**config.mk**
```make
export PLATFORM = sky130hd
export DESIGN_NAME = multi_cycle_ctrl
export DESIGN_NICKNAME = d
export VERILOG_FILES = /design/src/rtl/multi_cycle_ctrl.sv
export SDC_FILE = /design/constraint.sdc
export NUM_CORES = 1
export LEC_CHECK = 0
export ABC_AREA = 0
export BUFFER_PORTS_ARGS = -buffer_cell sky130_fd_sc_hd__buf_4
export CAP_MARGIN = 20
export CORE_UTILIZATION = 35
export CTS_BUF_LIST = sky130_fd_sc_hd__clkbuf_16
export CTS_CLUSTER_SIZE = 10
export DETAILED_ROUTE_END_ITERATION = 6
export GPL_TIMING_DRIVEN = 0
export PLACE_DENSITY_LB_ADDON = 0.12
export SYNTH_ARGS = -nofsm -noshare
export SYNTH_HDL_FRONTEND = slang
export SYNTH_SLANG_ARGS = --single-unit
```
**constraint.sdc**
```tcl
create_clock -name clk -period 2.6 [get_ports clk]
set_input_delay 0.39 -clock clk [delete_from_list [all_inputs] [get_ports clk]]
set_output_delay 0.39 -clock clk [all_outputs]
set_load 0.05 [all_outputs]
```
**src/rtl/multi_cycle_ctrl.sv**
```systemverilog
// Control FSM for the multi-cycle MIPS datapath: sequences FETCH/DECODE/EXEC/WB,
// decodes the latched instruction into ALU and datapath controls, counts retired
// instructions.
module multi_cycle_ctrl #(
  parameter int unsigned CNT_W = 32
) (
  input  logic             clk,
  input  logic             reset,
  input  logic [31:0]      Instruction,
  input  logic             Zero,
  output logic [1:0]       State,
  output logic             PCWrite,
  output logic             IorD,
  output logic             MemRead,
  output logic             MemWrite,
  output logic             IRWrite,
  output logic             RegWrite,
  output logic [1:0]       RegDst,
  output logic [1:0]       MemtoReg,
  output logic [1:0]       ALUSrcA,
  output logic [1:0]       ALUSrcB,
  output logic             ExtOp,
  output logic             LuiOp,
  output logic [1:0]       PCSource,
  output logic [4:0]       ALUConf,
  output logic             Sign,
  output logic [CNT_W-1:0] InstrCount
);

  localparam int unsigned ALU_W = 5;

  localparam logic [ALU_W-1:0] ALU_ADD  = 5'h00;
  localparam logic [ALU_W-1:0] ALU_SUB  = 5'h01;
  localparam logic [ALU_W-1:0] ALU_AND  = 5'h02;
  localparam logic [ALU_W-1:0] ALU_OR   = 5'h03;
  localparam logic [ALU_W-1:0] ALU_XOR  = 5'h04;
  localparam logic [ALU_W-1:0] ALU_NOR  = 5'h05;
  localparam logic [ALU_W-1:0] ALU_SL   = 5'h06;
  localparam logic [ALU_W-1:0] ALU_SR   = 5'h07;
  localparam logic [ALU_W-1:0] ALU_SLT  = 5'h08;
  localparam logic [ALU_W-1:0] ALU_PASS2 = 5'h10;

  typedef enum logic [1:0] {
    S_FETCH  = 2'd0,
    S_DECODE = 2'd1,
    S_EXEC   = 2'd2,
    S_WB     = 2'd3
  } state_e;

  typedef enum logic [3:0] {
    C_NOP, C_RALU, C_SHIFT, C_J, C_JAL, C_JR, C_JALR,
    C_BEQ, C_BNE, C_IALU, C_LW, C_SW
  } iclass_e;

  state_e             state_q, state_d;
  logic [CNT_W-1:0]   cnt_q, cnt_d;
  iclass_e            icls;
  logic [ALU_W-1:0]   dec_alu;
  logic               dec_sign, dec_ext, dec_lui;

  logic [5:0] opcode, funct;
  assign opcode = Instruction[31:26];
  assign funct  = Instruction[5:0];

  // Register fields are consumed by the datapath, not by the controller.
  logic unused_fields;
  assign unused_fields = ^Instruction[25:6];

  assign State      = state_q;
  assign InstrCount = cnt_q;

  // Instruction decode: class plus ALU op / sign / extender controls.
  always_comb begin
    icls     = C_NOP;
    dec_alu  = ALU_ADD;
    dec_sign = 1'b0;
    dec_ext  = 1'b0;
    dec_lui  = 1'b0;
    case (opcode)
      6'h00: begin
        case (funct)
          6'h20: begin icls = C_RALU; dec_sign = 1'b1; end
          6'h21: icls = C_RALU;
          6'h22: begin icls = C_RALU; dec_alu = ALU_SUB; dec_sign = 1'b1; end
          6'h23: begin icls = C_RALU; dec_alu = ALU_SUB; end
          6'h24: begin icls = C_RALU; dec_alu = ALU_AND; end
          6'h25: begin icls = C_RALU; dec_alu = ALU_OR;  end
          6'h26: begin icls = C_RALU; dec_alu = ALU_XOR; end
          6'h27: begin icls = C_RALU; dec_alu = ALU_NOR; end
          6'h2a: begin icls = C_RALU; dec_alu = ALU_SLT; dec_sign = 1'b1; end
          6'h2b: begin icls = C_RALU; dec_alu = ALU_SLT; end
          6'h00: begin icls = C_SHIFT; dec_alu = ALU_SL; end
          6'h02: begin icls = C_SHIFT; dec_alu = ALU_SR; end
          6'h03: begin icls = C_SHIFT; dec_alu = ALU_SR; dec_sign = 1'b1; end
          6'h08: icls = C_JR;
          6'h09: icls = C_JALR;
          default: icls = C_NOP;
        endcase
      end
      6'h02: icls = C_J;
      6'h03: icls = C_JAL;
      6'h04: begin icls = C_BEQ; dec_alu = ALU_SUB; dec_ext = 1'b1; end
      6'h05: begin icls = C_BNE; dec_alu = ALU_SUB; dec_ext = 1'b1; end
      6'h08: begin icls = C_IALU; dec_sign = 1'b1; dec_ext = 1'b1; end
      6'h09: begin icls = C_IALU; dec_ext = 1'b1; end
      6'h0a: begin icls = C_IALU; dec_alu = ALU_SLT; dec_sign = 1'b1; dec_ext = 1'b1; end
      6'h0b: begin icls = C_IALU; dec_alu = ALU_SLT; dec_ext = 1'b1; end
      6'h0c: begin icls = C_IALU; dec_alu = ALU_AND; end
      6'h0d: begin icls = C_IALU; dec_alu = ALU_OR;  end
      6'h0f: begin icls = C_IALU; dec_alu = ALU_PASS2; dec_lui = 1'b1; end
      6'h23: begin icls = C_LW; dec_ext = 1'b1; end
      6'h2b: begin icls = C_SW; dec_ext = 1'b1; end
      default: icls = C_NOP;
    endcase
  end

  // Next-state, datapath controls and retire counter.
  always_comb begin
    state_d  = state_q;
    cnt_d    = cnt_q;
    PCWrite  = 1'b0;
    IorD     = 1'b0;
    MemRead  = 1'b0;
    MemWrite = 1'b0;
    IRWrite  = 1'b0;
    RegWrite = 1'b0;
    RegDst   = 2'd0;
    MemtoReg = 2'd0;
    ALUSrcA  = 2'd0;
    ALUSrcB  = 2'd0;
    ExtOp    = 1'b0;
    LuiOp    = 1'b0;
    PCSource = 2'd0;
    ALUConf  = ALU_ADD;
    Sign     = 1'b0;

    // EXEC and WB share the operand and ALU selection of the instruction.
    if (state_q == S_EXEC || state_q == S_WB) begin
      ALUConf = dec_alu;
      Sign    = dec_sign;
      ExtOp   = dec_ext;
      LuiOp   = dec_lui;
      case (icls)
        C_SHIFT:            begin ALUSrcA = 2'd2; ALUSrcB = 2'd0; end
        C_IALU, C_LW, C_SW: begin ALUSrcA = 2'd1; ALUSrcB = 2'd2; end
        default:            begin ALUSrcA = 2'd1; ALUSrcB = 2'd0; end
      endcase
    end

    unique case (state_q)
      S_FETCH: begin
        MemRead = 1'b1;
        IRWrite = 1'b1;
        ALUSrcB = 2'd1;
        PCWrite = 1'b1;
        state_d = S_DECODE;
      end
      S_DECODE: begin
        ALUSrcB = 2'd3;
        ExtOp   = 1'b1;
        state_d = S_FETCH;
        case (icls)
          C_J:    begin PCWrite = 1'b1; PCSource = 2'd2; end
          C_JAL:  begin
            PCWrite = 1'b1; PCSource = 2'd2;
            RegWrite = 1'b1; RegDst = 2'd2; MemtoReg = 2'd2;
          end
          C_JR:   begin PCWrite = 1'b1; PCSource = 2'd3; end
          C_JALR: begin
            PCWrite = 1'b1; PCSource = 2'd3;
            RegWrite = 1'b1; RegDst = 2'd1; MemtoReg = 2'd2;
          end
          C_NOP:  state_d = S_FETCH;
          default: state_d = S_EXEC;
        endcase
      end
      S_EXEC: begin
        state_d = S_WB;
        if (icls == C_BEQ || icls == C_BNE) begin
          PCSource = 2'd1;
          PCWrite  = (icls == C_BEQ) ? Zero : ~Zero;
          state_d  = S_FETCH;
        end
      end
      S_WB: begin
        state_d = S_FETCH;
        case (icls)
          C_RALU, C_SHIFT: begin RegWrite = 1'b1; RegDst = 2'd1; end
          C_IALU:          RegWrite = 1'b1;
          C_LW: begin
            MemRead = 1'b1; IorD = 1'b1; RegWrite = 1'b1; MemtoReg = 2'd1;
          end
          C_SW: begin MemWrite = 1'b1; IorD = 1'b1; end
          default: RegWrite = 1'b0;
        endcase
      end
    endcase

    if (state_d == S_FETCH)
      cnt_d = cnt_q + CNT_W'(1);

    // Reset suppresses every architectural write, whatever the state.
    if (!reset) begin
      PCWrite  = 1'b0;
      IRWrite  = 1'b0;
      RegWrite = 1'b0;
      MemRead  = 1'b0;
      MemWrite = 1'b0;
    end
  end

  // State and retire-count registers with synchronous active-low reset.
  always_ff @(posedge clk) begin
    if (!reset) begin
      state_q <= S_FETCH;
      cnt_q   <= '0;
    end else begin
      state_q <= state_d;
      cnt_q   <= cnt_d;
    end
  end

endmodule

```
==> flow_summary.yaml <==
power_and_ir_drop:
  combPwrFrac_pct: 19.8
  clkPwrFrac_pct: 40.9
  pwr-share-seq_pct: 39.3
  swShare_pct: 29.04
  power_mw: 1.354
  vdd_drop_max_uv: 326.1
  internal-power_uw: 960.5
  leakage_nw: 1.274
  power_switching_uw: 393.2
  p_per_area_nw_per_um2: 386.4
timing:
  period_share_pct: 99.30
  timing.fmax_mhz: 387.3
  fin_crit_ps: 2582
  slew_headroom_pct: 56.65
  slew_viol_final: 0
  final-setup-viol-count: 0
  hold_violations: 0
  tightest_slew_ps: 647.9
  clock_skew_ps: 1.986
  setup_ws_ps: 18.08
  timing.hold.ws_ps: 377.6
setup_path:
  critical_path_class: "input port to output pin"
  start_kind: "input port"
  critPathArrivalTime_ps: 2190
  max_stage_delay_ps: 390
  crit_buf_inv: 3
  cp_common_cell: "buf_2"
  cp_cell_sequence: "buf_2 -> buf_2 -> o31ai_1 -> a311oi_2 -> o2bb2ai_1 -> or2_2 -> a21oi_4 -> buf_6"
  critPathTopFamily: "compound AO/OA/AOI/OAI gates"
  rrSetupSlack_ps: 350
  crit_required_ps: 2210
  endpoint_kind: "output pin"
  cp_slowest_cell: "or2_2"
  crit_fanout: 10
yosys:
  yosys.area.top_type: "dfxtp_1"
  synthArstFlopShare_pct: 0
  synth_top_cell_area_share_pct: 26.39
  ys_ff_latch: 34
  synth_area_per_cell_sq_um: 7.389
  ys.flop_type: "dfxtp_1"
  ys_seq_area_share_pct: 26.39
  synth_edf_count: 0
  syn-num-nets: 389
  synth.top_cells.by_area: "dfxtp_1 26%, a21oi_1 7.0%, o31ai_1 4.7%"
  synth-warning-count: 0
  synth_cells: 349
  yosysUniqueCellTypes: 58
  netlist_area_sq_um: 2579
finish:
  final_area_sq_um: 3503
  syn2layout_area_growth_pct: 35.86
  layout-drive-gt1-share_pct: 28.10
  layout.nets: 467
  antenna_cells: 0
  fillers: 700
floorplanning:
  core-area_sq_um: 6944
  ios: 93
  dieArea_sq_um: 7715
  initial_core_util_pct: 37.14
  die_w_um: 87.84
  fp.dieH_um: 87.84
  row_count: 30
detailed_routing:
  vias: 3029
  first_iter_violations: 201
  ant_nets: 0
  vias_per_cell: 5.792
  routed_wl_um: 8208
  wl_per_cell_um: 15.69
  drtPass1Iterations: 4
  drc: 0
place:
  place.gp.congestion: 0.9074
  place_ws_ps: -316.8
  hpwlAfterDp_um: 5912
  portBuffers: 66
  dpl_cell_area_sq_um: 3262
clock_network:
  clkSinkCount: 34
  cts_buffer_depth: 2
  path_clk_slew_ps: 50
  ctsHoldBuffers: 0
  cts_buffers: 5
  clock_latency_ps: 280
  cts_tree: "done"
  root_buffer: "clkbuf_16"
  cts_htree_levels: 2
global_route:
  grt_pass1_wl_um: 12620
  grt_max_degree: 11
  grtUsageTotal_pct: 20.86
  grt_pass1_vias: 2530
  antenna_found_initial: 0
  gr-total-overflow: 0
run:
  maxCapViolCount: 0
min_path:
  min_path_type: "input port to flop"
run_status:
  run_status: "finished, final reports clean"
## cells in the mapped netlist (3+ instances only)
| cell type | number |
|---|---|
| nand2b_1 | 5 |
| o31ai_1 | 16 |
| nand3_1 | 20 |
| o21ai_0 | 21 |
| nor2b_1 | 4 |
| nor2_1 | 23 |
| nor4_1 | 4 |
| buf_2 | 5 |
| nand4_1 | 12 |
| a21oi_1 | 36 |
| nor3_1 | 11 |
| ha_1 | 5 |
| nand2_1 | 23 |
| and3_1 | 5 |
| and4_1 | 3 |
| a211oi_1 | 4 |
| nand3b_1 | 5 |
| a32oi_1 | 3 |
| inv_1 | 10 |
| buf_6 | 3 |
| a31oi_1 | 3 |
| xnor2_1 | 3 |
| or3_1 | 15 |
| o21a_1 | 6 |
| clkbuf_1 | 15 |
| or2_2 | 5 |
| or4_1 | 14 |
| dfxtp_1 | 34 |
## worst paths after layout
kind                                 startpoint        endpoint  depth (start not counted)
worst max register to register         State[0]  InstrCount[11]                          8
worst max-delay path            Instruction[26]        RegWrite                          8
worst min-delay path                      reset   InstrCount[6]                          2
worst min register to register    InstrCount[7]   InstrCount[7]                          2
## per-layer routing
metal  track usage, %  up-vias  routed length (um)
met5                0        -                   0
met4            4.918        0                  56
met3            3.676        6                 509
met2            31.99      111                3744
met1            30.19     1433                3898
li1                 -     1479                   -
## power groups by stage
stage                     logic, mW  registers [mW]  clock network [mW]
final                         0.268           0.531               0.554
after CTS                     0.261           0.531               0.558
after global routing          0.287           0.531               0.591
after global placement        0.246           0.542                   0
after detailed placement      0.246           0.542                   0
after floorplan               0.162           0.555                   0
## worst reg2reg max path, cell delays in order (launching register included)
cell	delay [ps]
dfxtp_1	350
inv_1	100
ha_1	210
a21bo_2	270
nand2b_1	160
clkbuf_1	350
clkbuf_1	440
o31ai_1	150
a21oi_1	150
## final cells by class
type                       count  area (sq um)  share of cell area, %
buffer                        26         146.4                  4.179
tap                           96         120.1                  3.429
sequential                    34         680.7                  19.43
inverter                      11         41.29                  1.179
clock buffer                   5         125.1                  3.571
clock inverter                 2         7.507                 0.2143
timing repair buffer          71         544.3                  15.54
multi-input combinational    278          1838                  52.46
## timing repair
item / CTS / global route
pin swaps: 6 / 2
setup buffers: 5 / 0
resized for setup: 15 / 6
setup endpoints to repair: 8 / 5
## placed cells by master (no fill, tap or decap), types with 8 or more instances in the layout
cell type / netlist / layout
nor3_1: 11 / 8
or3_1: 15 / 15
nor2_1: 23 / 22
nand3_1: 20 / 20
nand4_1: 12 / 12
inv_1: 10 / 12
o21ai_0: 21 / 19
clkbuf_1: 15 / 13
o31ai_1: 16 / 15
a21oi_1: 36 / 34
or4_1: 14 / 14
dfxtp_1: 34 / 34
nand2_1: 23 / 22
buf_4: 2 / 70
## flip-flops by register name, indices dropped and copies added, names as in the netlist
register	flops
InstrCount	32
State	2
## per-stage QoR
step           TNS [ps]  std cells  utilization [%]
3_3_place_gp      -1430        511            46.97
5_1_grt          -35.59        523            50.45
2_1_floorplan    -639.1        349                -
3_5_place_dp      -1172        511            46.97
6_report              0        523            50.45
4_1_cts               0        523            50.11
## cells by family after synthesis
| logic type | count (synthesis) | share of synthesized area (%) |
|---|---|---|
| flops | 34 | 26.39 |
| simple gates | 161 | 35.91 |
| buf+inv | 37 | 6.792 |
| fa+ha+maj | 5 | 2.426 |
| xor+xnor | 4 | 1.359 |
| compound gates | 108 | 27.12 |
Power figures use the tool's default switching activity.
